<file path="src/rtl/ibex_ctrl_pkg.sv">
// Shared encodings for the ID-stage controller: FSM states, PC/exception mux selects and cause codes.
// Pure declarations: no latency and no handshake.
package ibex_ctrl_pkg;

  typedef enum logic [3:0] {
    RESET, BOOT_SET, WAIT_SLEEP, SLEEP, FIRST_FETCH,
    DECODE, FLUSH, IRQ_TAKEN, DBG_TAKEN_IF, DBG_TAKEN_ID
  } ctrl_fsm_e;

  typedef enum logic [2:0] {
    PC_BOOT = 3'd0,
    PC_JUMP = 3'd1,
    PC_EXC  = 3'd2,
    PC_ERET = 3'd3,
    PC_DRET = 3'd4
  } pc_sel_e;

  typedef enum logic [1:0] {
    EXC_PC_EXC     = 2'd0,
    EXC_PC_IRQ     = 2'd1,
    EXC_PC_DBD     = 2'd2,
    EXC_PC_DBG_EXC = 2'd3
  } exc_pc_sel_e;

  // Interrupt causes carry bit 5 set; synchronous exceptions do not.
  typedef enum logic [5:0] {
    EXC_CAUSE_INSN_ADDR_FAULT  = 6'h01,
    EXC_CAUSE_ILLEGAL_INSN     = 6'h02,
    EXC_CAUSE_BREAKPOINT       = 6'h03,
    EXC_CAUSE_LOAD_ACCESS      = 6'h05,
    EXC_CAUSE_STORE_ACCESS     = 6'h07,
    EXC_CAUSE_ECALL_UMODE      = 6'h08,
    EXC_CAUSE_ECALL_MMODE      = 6'h0B,
    EXC_CAUSE_IRQ_SOFTWARE_M   = 6'h23,
    EXC_CAUSE_IRQ_TIMER_M      = 6'h27,
    EXC_CAUSE_IRQ_EXTERNAL_M   = 6'h2B,
    EXC_CAUSE_IRQ_NM           = 6'h3F
  } exc_cause_e;

  typedef enum logic [2:0] {
    DBG_CAUSE_NONE    = 3'd0,
    DBG_CAUSE_EBREAK  = 3'd1,
    DBG_CAUSE_HALTREQ = 3'd3,
    DBG_CAUSE_STEP    = 3'd4
  } dbg_cause_e;

  typedef enum logic [1:0] {
    PRIV_LVL_U = 2'b00,
    PRIV_LVL_S = 2'b01,
    PRIV_LVL_H = 2'b10,
    PRIV_LVL_M = 2'b11
  } priv_lvl_e;

endpackage

</file>
<file path="src/rtl/ibex_ctrl_irq_prio.sv">
// Interrupt cause encoder: NMI > lowest fast IRQ > external > software > timer.
// Purely combinational, zero latency, no backpressure.
module ibex_ctrl_irq_prio
  import ibex_ctrl_pkg::*;
(
  input  logic        i_nmi,
  input  logic [14:0] i_mfip,
  input  logic        i_meip,
  input  logic        i_msip,
  input  logic        i_mtip,
  output logic [5:0]  o_cause
);

  // Assignments run lowest priority first so the last matching source wins.
  always_comb begin
    o_cause = EXC_CAUSE_IRQ_TIMER_M;
    if (i_mtip) o_cause = EXC_CAUSE_IRQ_TIMER_M;
    if (i_msip) o_cause = EXC_CAUSE_IRQ_SOFTWARE_M;
    if (i_meip) o_cause = EXC_CAUSE_IRQ_EXTERNAL_M;
    for (int i = 14; i >= 0; i--) begin
      if (i_mfip[i]) o_cause = {2'b11, i[3:0]};
    end
    if (i_nmi) o_cause = EXC_CAUSE_IRQ_NM;
  end

endmodule

</file>
<file path="src/rtl/ibex_core_controller.sv">
// ID-stage control FSM: boot, fetch, sleep, exceptions, interrupts and debug entry/exit.
// Selects/strobes are combinational from state; mode flags and ctrl_busy_o register on the next edge; stalls hold ID.
module ibex_core_controller
  import ibex_ctrl_pkg::*;
(
  input  logic        clk_i,
  input  logic        rst_i,
  input  logic        fetch_enable_i,
  output logic        ctrl_busy_o,
  input  logic        illegal_insn_i,
  input  logic        ecall_insn_i,
  input  logic        mret_insn_i,
  input  logic        dret_insn_i,
  input  logic        wfi_insn_i,
  input  logic        ebrk_insn_i,
  input  logic        csr_pipe_flush_i,
  input  logic        instr_valid_i,
  input  logic [31:0] instr_i,
  input  logic [15:0] instr_compressed_i,
  input  logic        instr_is_compressed_i,
  input  logic        instr_fetch_err_i,
  input  logic [31:0] pc_id_i,
  output logic        instr_valid_clear_o,
  output logic        id_in_ready_o,
  output logic        instr_req_o,
  output logic        pc_set_o,
  output logic [2:0]  pc_mux_o,
  output logic [1:0]  exc_pc_mux_o,
  output logic [5:0]  exc_cause_o,
  input  logic [31:0] lsu_addr_last_i,
  input  logic        load_err_i,
  input  logic        store_err_i,
  input  logic        branch_set_i,
  input  logic        jump_set_i,
  output logic [31:0] csr_mtval_o,
  input  logic        csr_mstatus_mie_i,
  input  logic        csr_mstatus_tw_i,
  input  logic        irq_pending_i,
  input  logic        irq_nm_i,
  input  logic        csr_msip_i,
  input  logic        csr_mtip_i,
  input  logic        csr_meip_i,
  input  logic [14:0] csr_mfip_i,
  input  logic        debug_req_i,
  input  logic        debug_single_step_i,
  input  logic        debug_ebreakm_i,
  input  logic        debug_ebreaku_i,
  input  logic [1:0]  priv_mode_i,
  output logic        debug_mode_o,
  output logic [2:0]  debug_cause_o,
  output logic        debug_csr_save_o,
  output logic        csr_save_if_o,
  output logic        csr_save_id_o,
  output logic        csr_save_cause_o,
  output logic        csr_restore_mret_id_o,
  output logic        csr_restore_dret_id_o,
  input  logic        stall_lsu_i,
  input  logic        stall_multdiv_i,
  input  logic        stall_jump_i,
  input  logic        stall_branch_i,
  output logic        perf_jump_o,
  output logic        perf_tbranch_o
);

  ctrl_fsm_e r_state, w_next;
  logic r_debug_mode, r_nmi_mode, r_step_pending, r_ctrl_busy;
  logic w_debug_mode_d, w_nmi_mode_d, w_step_pending_d;
  logic w_halt_if, w_retain_id, w_flush_id, w_exc;
  logic w_stall, w_illegal, w_exc_req, w_special_req, w_handle_irq, w_enter_debug, w_ebreak_into_debug;
  logic [5:0] w_irq_cause;

  assign w_stall   = stall_lsu_i | stall_multdiv_i | stall_jump_i | stall_branch_i;
  assign w_illegal = illegal_insn_i | (dret_insn_i & ~r_debug_mode) |
                     ((priv_mode_i == PRIV_LVL_U) & (mret_insn_i | (wfi_insn_i & csr_mstatus_tw_i)));
  assign w_exc_req = instr_valid_i & (ecall_insn_i | ebrk_insn_i | w_illegal | instr_fetch_err_i);
  assign w_special_req = mret_insn_i | dret_insn_i | wfi_insn_i | csr_pipe_flush_i |
                         w_exc_req | load_err_i | store_err_i;
  assign w_handle_irq  = ~r_debug_mode & ~r_nmi_mode & (irq_nm_i | (irq_pending_i & csr_mstatus_mie_i));
  assign w_enter_debug = (debug_req_i | r_step_pending) & ~r_debug_mode;
  assign w_ebreak_into_debug = (priv_mode_i == PRIV_LVL_M) ? debug_ebreakm_i :
                               (priv_mode_i == PRIV_LVL_U) ? debug_ebreaku_i : 1'b0;

  ibex_ctrl_irq_prio u_irq_prio (
    .i_nmi   (irq_nm_i),
    .i_mfip  (csr_mfip_i),
    .i_meip  (csr_meip_i),
    .i_msip  (csr_msip_i),
    .i_mtip  (csr_mtip_i),
    .o_cause (w_irq_cause)
  );

  always_comb begin
    w_next = r_state;
    w_debug_mode_d = r_debug_mode;
    w_nmi_mode_d = r_nmi_mode;
    w_step_pending_d = r_step_pending;
    w_halt_if = 1'b0;
    w_retain_id = 1'b0;
    w_flush_id = 1'b0;
    w_exc = 1'b0;
    instr_req_o = 1'b1;
    pc_set_o = 1'b0;
    pc_mux_o = PC_BOOT;
    exc_pc_mux_o = EXC_PC_EXC;
    exc_cause_o = '0;
    csr_mtval_o = '0;
    debug_cause_o = DBG_CAUSE_NONE;
    debug_csr_save_o = 1'b0;
    csr_save_if_o = 1'b0;
    csr_save_id_o = 1'b0;
    csr_save_cause_o = 1'b0;
    csr_restore_mret_id_o = 1'b0;
    csr_restore_dret_id_o = 1'b0;
    perf_jump_o = 1'b0;
    perf_tbranch_o = 1'b0;
    case (r_state)
      RESET: begin
        instr_req_o = 1'b0;
        w_halt_if = 1'b1;
        w_retain_id = 1'b1;
        if (fetch_enable_i) w_next = BOOT_SET;
      end
      BOOT_SET: begin
        w_halt_if = 1'b1;
        pc_set_o = 1'b1;
        pc_mux_o = PC_BOOT;
        w_next = FIRST_FETCH;
      end
      FIRST_FETCH: begin
        if (w_handle_irq) w_next = IRQ_TAKEN;
        else if (w_enter_debug) w_next = DBG_TAKEN_IF;
        else if (id_in_ready_o) w_next = DECODE;
      end
      DECODE: begin
        if (instr_valid_i & w_special_req) begin
          w_halt_if = 1'b1;
          w_retain_id = 1'b1;
          w_next = FLUSH;
        end else begin
          if (branch_set_i | jump_set_i) begin
            pc_set_o = 1'b1;
            pc_mux_o = PC_JUMP;
            perf_tbranch_o = branch_set_i;
            perf_jump_o = jump_set_i;
          end
          if (instr_valid_i & ~w_stall & debug_single_step_i & ~r_debug_mode)
            w_step_pending_d = 1'b1;
          if (~w_stall & w_enter_debug) begin
            w_halt_if = 1'b1;
            w_next = DBG_TAKEN_IF;
          end else if (~w_stall & w_handle_irq) begin
            w_halt_if = 1'b1;
            w_next = IRQ_TAKEN;
          end
        end
      end
      IRQ_TAKEN: begin
        pc_set_o = 1'b1;
        pc_mux_o = PC_EXC;
        exc_pc_mux_o = EXC_PC_IRQ;
        csr_save_if_o = 1'b1;
        csr_save_cause_o = 1'b1;
        exc_cause_o = w_irq_cause;
        if (irq_nm_i) w_nmi_mode_d = 1'b1;
        w_next = DECODE;
      end
      DBG_TAKEN_IF: begin
        pc_set_o = 1'b1;
        pc_mux_o = PC_EXC;
        exc_pc_mux_o = EXC_PC_DBD;
        csr_save_if_o = 1'b1;
        debug_csr_save_o = 1'b1;
        debug_cause_o = r_step_pending ? DBG_CAUSE_STEP : DBG_CAUSE_HALTREQ;
        w_debug_mode_d = 1'b1;
        w_step_pending_d = 1'b0;
        w_next = DECODE;
      end
      DBG_TAKEN_ID: begin
        w_flush_id = 1'b1;
        pc_set_o = 1'b1;
        pc_mux_o = PC_EXC;
        exc_pc_mux_o = EXC_PC_DBD;
        csr_save_id_o = 1'b1;
        debug_csr_save_o = 1'b1;
        debug_cause_o = DBG_CAUSE_EBREAK;
        w_debug_mode_d = 1'b1;
        w_next = DECODE;
      end
      FLUSH: begin
        w_halt_if = 1'b1;
        w_flush_id = 1'b1;
        w_next = DECODE;
        if (instr_valid_i & instr_fetch_err_i) begin
          w_exc = 1'b1;
          exc_cause_o = EXC_CAUSE_INSN_ADDR_FAULT;
          csr_mtval_o = pc_id_i;
        end else if (instr_valid_i & w_illegal) begin
          w_exc = 1'b1;
          exc_cause_o = EXC_CAUSE_ILLEGAL_INSN;
          csr_mtval_o = instr_is_compressed_i ? {16'b0, instr_compressed_i} : instr_i;
        end else if (instr_valid_i & ecall_insn_i) begin
          w_exc = 1'b1;
          exc_cause_o = (priv_mode_i == PRIV_LVL_M) ? EXC_CAUSE_ECALL_MMODE : EXC_CAUSE_ECALL_UMODE;
        end else if (instr_valid_i & ebrk_insn_i) begin
          // Debug entry via ebreak must not disturb the M-mode trap CSRs.
          if (r_debug_mode) begin
            pc_set_o = 1'b1;
            pc_mux_o = PC_EXC;
            exc_pc_mux_o = EXC_PC_DBD;
          end else if (w_ebreak_into_debug) begin
            w_next = DBG_TAKEN_ID;
          end else begin
            w_exc = 1'b1;
            exc_cause_o = EXC_CAUSE_BREAKPOINT;
          end
        end else if (load_err_i) begin
          w_exc = 1'b1;
          exc_cause_o = EXC_CAUSE_LOAD_ACCESS;
          csr_mtval_o = lsu_addr_last_i;
        end else if (store_err_i) begin
          w_exc = 1'b1;
          exc_cause_o = EXC_CAUSE_STORE_ACCESS;
          csr_mtval_o = lsu_addr_last_i;
        end else begin
          if (instr_valid_i & mret_insn_i) begin
            pc_set_o = 1'b1;
            pc_mux_o = PC_ERET;
            csr_restore_mret_id_o = 1'b1;
            w_nmi_mode_d = 1'b0;
          end else if (instr_valid_i & dret_insn_i) begin
            pc_set_o = 1'b1;
            pc_mux_o = PC_DRET;
            csr_restore_dret_id_o = 1'b1;
            w_debug_mode_d = 1'b0;
          end else if (instr_valid_i & wfi_insn_i & ~r_debug_mode & ~debug_single_step_i) begin
            w_next = WAIT_SLEEP;
          end
          if (w_enter_debug) w_next = DBG_TAKEN_IF;
        end
        if (w_exc) begin
          pc_set_o = 1'b1;
          pc_mux_o = PC_EXC;
          exc_pc_mux_o = r_debug_mode ? EXC_PC_DBG_EXC : EXC_PC_EXC;
          csr_save_id_o = 1'b1;
          csr_save_cause_o = 1'b1;
        end
      end
      WAIT_SLEEP: begin
        instr_req_o = 1'b0;
        w_halt_if = 1'b1;
        w_flush_id = 1'b1;
        w_next = SLEEP;
      end
      SLEEP: begin
        instr_req_o = 1'b0;
        w_halt_if = 1'b1;
        if (irq_pending_i | irq_nm_i | debug_req_i) w_next = FIRST_FETCH;
      end
      default: w_next = RESET;
    endcase
  end

  assign id_in_ready_o       = ~w_stall & ~w_halt_if;
  assign instr_valid_clear_o = ~(w_stall | w_retain_id) | w_flush_id;
  assign debug_mode_o        = r_debug_mode;
  assign ctrl_busy_o         = r_ctrl_busy;

  always_ff @(posedge clk_i) begin
    if (rst_i) begin
      r_state        <= RESET;
      r_debug_mode   <= 1'b0;
      r_nmi_mode     <= 1'b0;
      r_step_pending <= 1'b0;
      r_ctrl_busy    <= 1'b0;
    end else begin
      r_state        <= w_next;
      r_debug_mode   <= w_debug_mode_d;
      r_nmi_mode     <= w_nmi_mode_d;
      r_step_pending <= w_step_pending_d;
      r_ctrl_busy    <= (w_next != SLEEP) && (w_next != RESET);
    end
  end

endmodule

</file>
<file path="config.mk">
export PLATFORM = sky130hd
export DESIGN_NAME = ibex_core_controller
export DESIGN_NICKNAME = d
export VERILOG_FILES = /design/src/rtl/ibex_ctrl_pkg.sv /design/src/rtl/ibex_ctrl_irq_prio.sv /design/src/rtl/ibex_core_controller.sv
export SDC_FILE = /design/constraint.sdc
export NUM_CORES = 1
export LEC_CHECK = 0
export BUFFER_PORTS_ARGS = -buffer_cell sky130_fd_sc_hd__buf_2
export CORE_AREA = 2 2 86 88
export CTS_CLUSTER_DIAMETER = 200
export DETAILED_ROUTE_END_ITERATION = 10
export DIE_AREA = 0 0 88 90
export GPL_ROUTABILITY_DRIVEN = 1
export HOLD_SLACK_MARGIN = 0.08
export PLACE_DENSITY = 0.74
export SKIP_CTS_REPAIR_TIMING = 1
export SKIP_LAST_GASP = 1
export SLEW_MARGIN = 20
export SYNTH_ARGS = -nofsm -noshare
export SYNTH_HDL_FRONTEND = slang
export SYNTH_SLANG_ARGS = --single-unit
</file>
<file path="constraint.sdc">
create_clock -name clk_i -period 2.5 [get_ports clk_i]
set_input_delay 0.5 -clock clk_i [delete_from_list [all_inputs] [get_ports clk_i]]
set_output_delay 0.5 -clock clk_i [all_outputs]
set_load 0.01 [all_outputs]
</file>
==> summary.txt <==
Run status
  – Result of the run: complete, but fails checks
  – Violations in the final reports: setup timing

Die
  – Row count: 31
  – Area enclosed by the die boundary: 0.00792 sq mm
  – Area of the core: around 0.007 sq mm
  – Top Ports: 221
  – Die Width: approximately 88 um
  – Effective utilization at floorplan: 33.0%
  – Die boundary height: approximately 90 um

Critical path
  – Slowest cell on crit path: sky130_fd_sc_hd__o211ai_1
  – Worst setup SP type: input pin
  – Critical path type: input pin to output pin
  – Worst EP arrival: 2130 ps
  – Slowest Stage Delay on Critical Path: 260 ps
  – CP Max Fanout: 31
  – Reg2Reg Setup Slack: 320 ps
  – WP data required: 2000 ps
  – Critical Path, Cell by Cell: buf_6 > or2_4 > o211ai_1 > nand2_2 > buf_12 > nor3b_1 > a31oi_1 > a211oi_1 > buf_2
  – Critical Path Sink Type: output pin

Synth
  – Synth Net Count: 531
  – Syn Inst Count: 370
  – Combined area of all synthesized cells: about 0.0023 sq mm
  – Async SR Flop Fraction: 0%
  – EDFF count, synth: 0
  – Total of flip-flops plus latches after synthesis: 8
  – Distinct cells, synth: 61
  – Average cell area after synthesis: 6.26 sq um
  – Synth Warn #: 0
  – Cell types with the largest area share after synthesis: sky130_fd_sc_hd__nor2_1, sky130_fd_sc_hd__a211oi_1, sky130_fd_sc_hd__a31oi_1
  – Cell type with the highest aggregate area in the netlist: sky130_fd_sc_hd__nor2_1
  – Synth top area share: 11.5%
  – Part of the Yosys area used for sequential elements: 6.92%
  – Top flip-flop cell by instance count after synthesis: sky130_fd_sc_hd__dfxtp_1

Global routing
  – Pin count of the biggest net entering global routing: 40
  – Vias in the first global route: 3584
  – Global route overflow: 0
  – GRT Overall Usage: between 20 and 25%
  – Initial antenna violation count: 1
  – First-pass GRT wire length: 16000 um

Timing
  – Share of the clock period used by the worst path: 105%
  – Final-report hold violation count: 0
  – Setup ws final: -134 ps
  – Endpoints failing setup: 32
  – RSZ-0062 raised after global routing: true
  – Period minus WS final: 2630 ps
  – Pin slew with the least headroom to its limit: 598 ps
  – Slew Viols, Final: 0
  – Highest Clock Rate: 0.380 GHz
  – Final Skew: 0.846 ps
  – Worst hold-check slack: between 500 and 600 ps
  – Setup tns final: -2690 ps
  – Worst rel slew slack: 59.9%

CTS
  – Largest buffer count on any clock path: 2
  – TritonCTS clock tree: yes
  – CTS buffer count: 3
  – CTS Sinks: 8
  – Worst-Skew Late Latency: 240 ps
  – Worst-path clk slew: around 40 ps
  – Number of levels in the clock H-tree: 1
  – Cell chosen for the clock root: sky130_fd_sc_hd__clkbuf_8

Detailed routing
  – Remaining design rule violation count: 0
  – Avg Vias per Cell: 5.45
  – Routed wirelength normalized by instance count: 14.7 um
  – TritonRoute pass-1 iters: 5
  – Total detailed-routing wirelength: between 10000 and 15000 um
  – Total number of vias: 3888
  – Iteration-0 DRC count of the detailed router: 154
  – Antenna-violating nets left: 0

Job
  – Maxcap violations: 0

Place
  – Post-Place Cells: 706
  – Count of port buffers added during placement: 219
  – Final HPWL from detailed placement: 8560 um
  – Post-placement worst setup slack: -212 ps
  – Weighted congestion at the end of routability-driven global placement: 0.985

Finish
  – Total of fill cells in the finished design: 673
  – Number of nets in the final layout: 777
  – Final cell count without fillers: ~710
  – Utilization of the core after routing: 57.9%
  – Proportion of layout cells with a drive suffix above 1: 51.5%
  – Post-synthesis to final-layout area growth: 75.6%

Power
  – Total power per unit cell area: around 310 mW/mm^2
  – Static Leak: 2.02 nW
  – Worst voltage drop across the vdd grid: 0.000142 V

Min path
  – HP Class: input pin to register
==> logic make-up (layout without fill, tap and decap cells) <==
logic type / Yosys count / after routing / synth area share, %
compound gates: 140 / 140 / 43.2
buf+inv: 42 / 286 / 7.19
flops: 8 / 8 / 6.92
mux: 16 / 16 / 6.92
other cells: 0 / 1 / 0
simple gates: 164 / 164 / 35.8
==> path summary, 6_finish.rpt <==
path,endpoint,from,cells past startpoint
setup / recovery,csr_mtval_o[18],priv_mode_i[1],9
hold / removal,debug_mode_o,rst_i,2
setup reg to reg,ctrl_busy_o,debug_mode_o,9
hold reg to reg,r_nmi_mode,r_nmi_mode,2
==> worst max-delay path, delay by kind of cell <==
family | cells | cell delay (ps)
AO/OA/AOI/OAI | 3 | 560
buffers and inverters | 3 | 450
AND/OR/NAND/NOR | 3 | 590
==> cell type report <==
class	count	area [sq um]	area share [%]
multi-input combinational	320	2120	52.2
timing repair buffer	274	1580	38.9
sequential	8	160	3.94
tap	99	124	3.05
clock buffer	3	41.3	1.02
inverter	9	33.8	0.831
antenna	1	2.50	0.0616
==> per-stage QoR <==
stage,cell area (sq um),total power (W)
global route,4060,0.00136
detailed placement,3830,0.00105
floorplan,2310,0.000661
CTS,3870,0.00122
finish,4060,0.00126
global placement,3830,0.00104
==> state kept, by name, indices dropped and copies added, names as in the netlist <==
register / cells
r_state: 4
ctrl_busy_o: 1
debug_mode_o: 1
r_nmi_mode: 1
r_step_pending: 1
==> metal layers <==
layer	global-route usage, %	routed length (um)	vias up
met3	3.03	729	29
met2	43.8	5450	203
met1	28.2	4050	1748
met5	0	0	-
met4	9.36	290	0
li1	-	-	1908
==> power breakdown <==
part / switching, W / total, W / internal [W]
registers: 0.0000441 / 0.000202 / 0.000158
logic: 0.000471 / 0.000899 / 0.000429
clock network: 0.0000584 / 0.000163 / 0.000105
==> cell usage after synthesis (2+ instances only) <==
cell type	number
sky130_fd_sc_hd__mux2i_1	16
sky130_fd_sc_hd__nand3_1	12
sky130_fd_sc_hd__clkbuf_1	27
sky130_fd_sc_hd__a21oi_1	13
sky130_fd_sc_hd__nand2b_1	8
sky130_fd_sc_hd__nor3b_1	18
sky130_fd_sc_hd__a31oi_1	33
sky130_fd_sc_hd__a211oi_1	35
sky130_fd_sc_hd__nor2_1	71
sky130_fd_sc_hd__o31ai_1	2
sky130_fd_sc_hd__dfxtp_1	8
sky130_fd_sc_hd__and2_1	3
sky130_fd_sc_hd__o21ai_1	2
sky130_fd_sc_hd__nor4_1	4
sky130_fd_sc_hd__inv_1	9
sky130_fd_sc_hd__a21boi_0	3
sky130_fd_sc_hd__nor3_1	9
sky130_fd_sc_hd__nor2b_1	4
sky130_fd_sc_hd__o21ai_0	21
sky130_fd_sc_hd__or2_2	2
sky130_fd_sc_hd__nand2_1	17
sky130_fd_sc_hd__buf_2	4
sky130_fd_sc_hd__or4_1	3
sky130_fd_sc_hd__a41oi_1	5
sky130_fd_sc_hd__o211ai_1	3
sky130_fd_sc_hd__and3_1	3
==> placed cells by master (no fill, tap or decap), drive strengths merged, types with 2 or more instances in the layout <==
cell / instances
dfxtp: 8
o211ai: 3
nor2: 71
o31ai: 2
inv: 9
nand2: 17
a21boi: 3
a31oi: 34
or2: 3
clkbuf: 3
nand3: 12
a21oi: 14
nand2b: 8
or4: 3
a211oi: 35
o21ai: 23
mux2i: 16
nor4: 5
buf: 274
a41oi: 6
nor3: 9
nor3b: 18
o21bai: 2
and2: 3
and3: 3
nor2b: 4
Note: power is estimated with default switching activity, not from simulation.
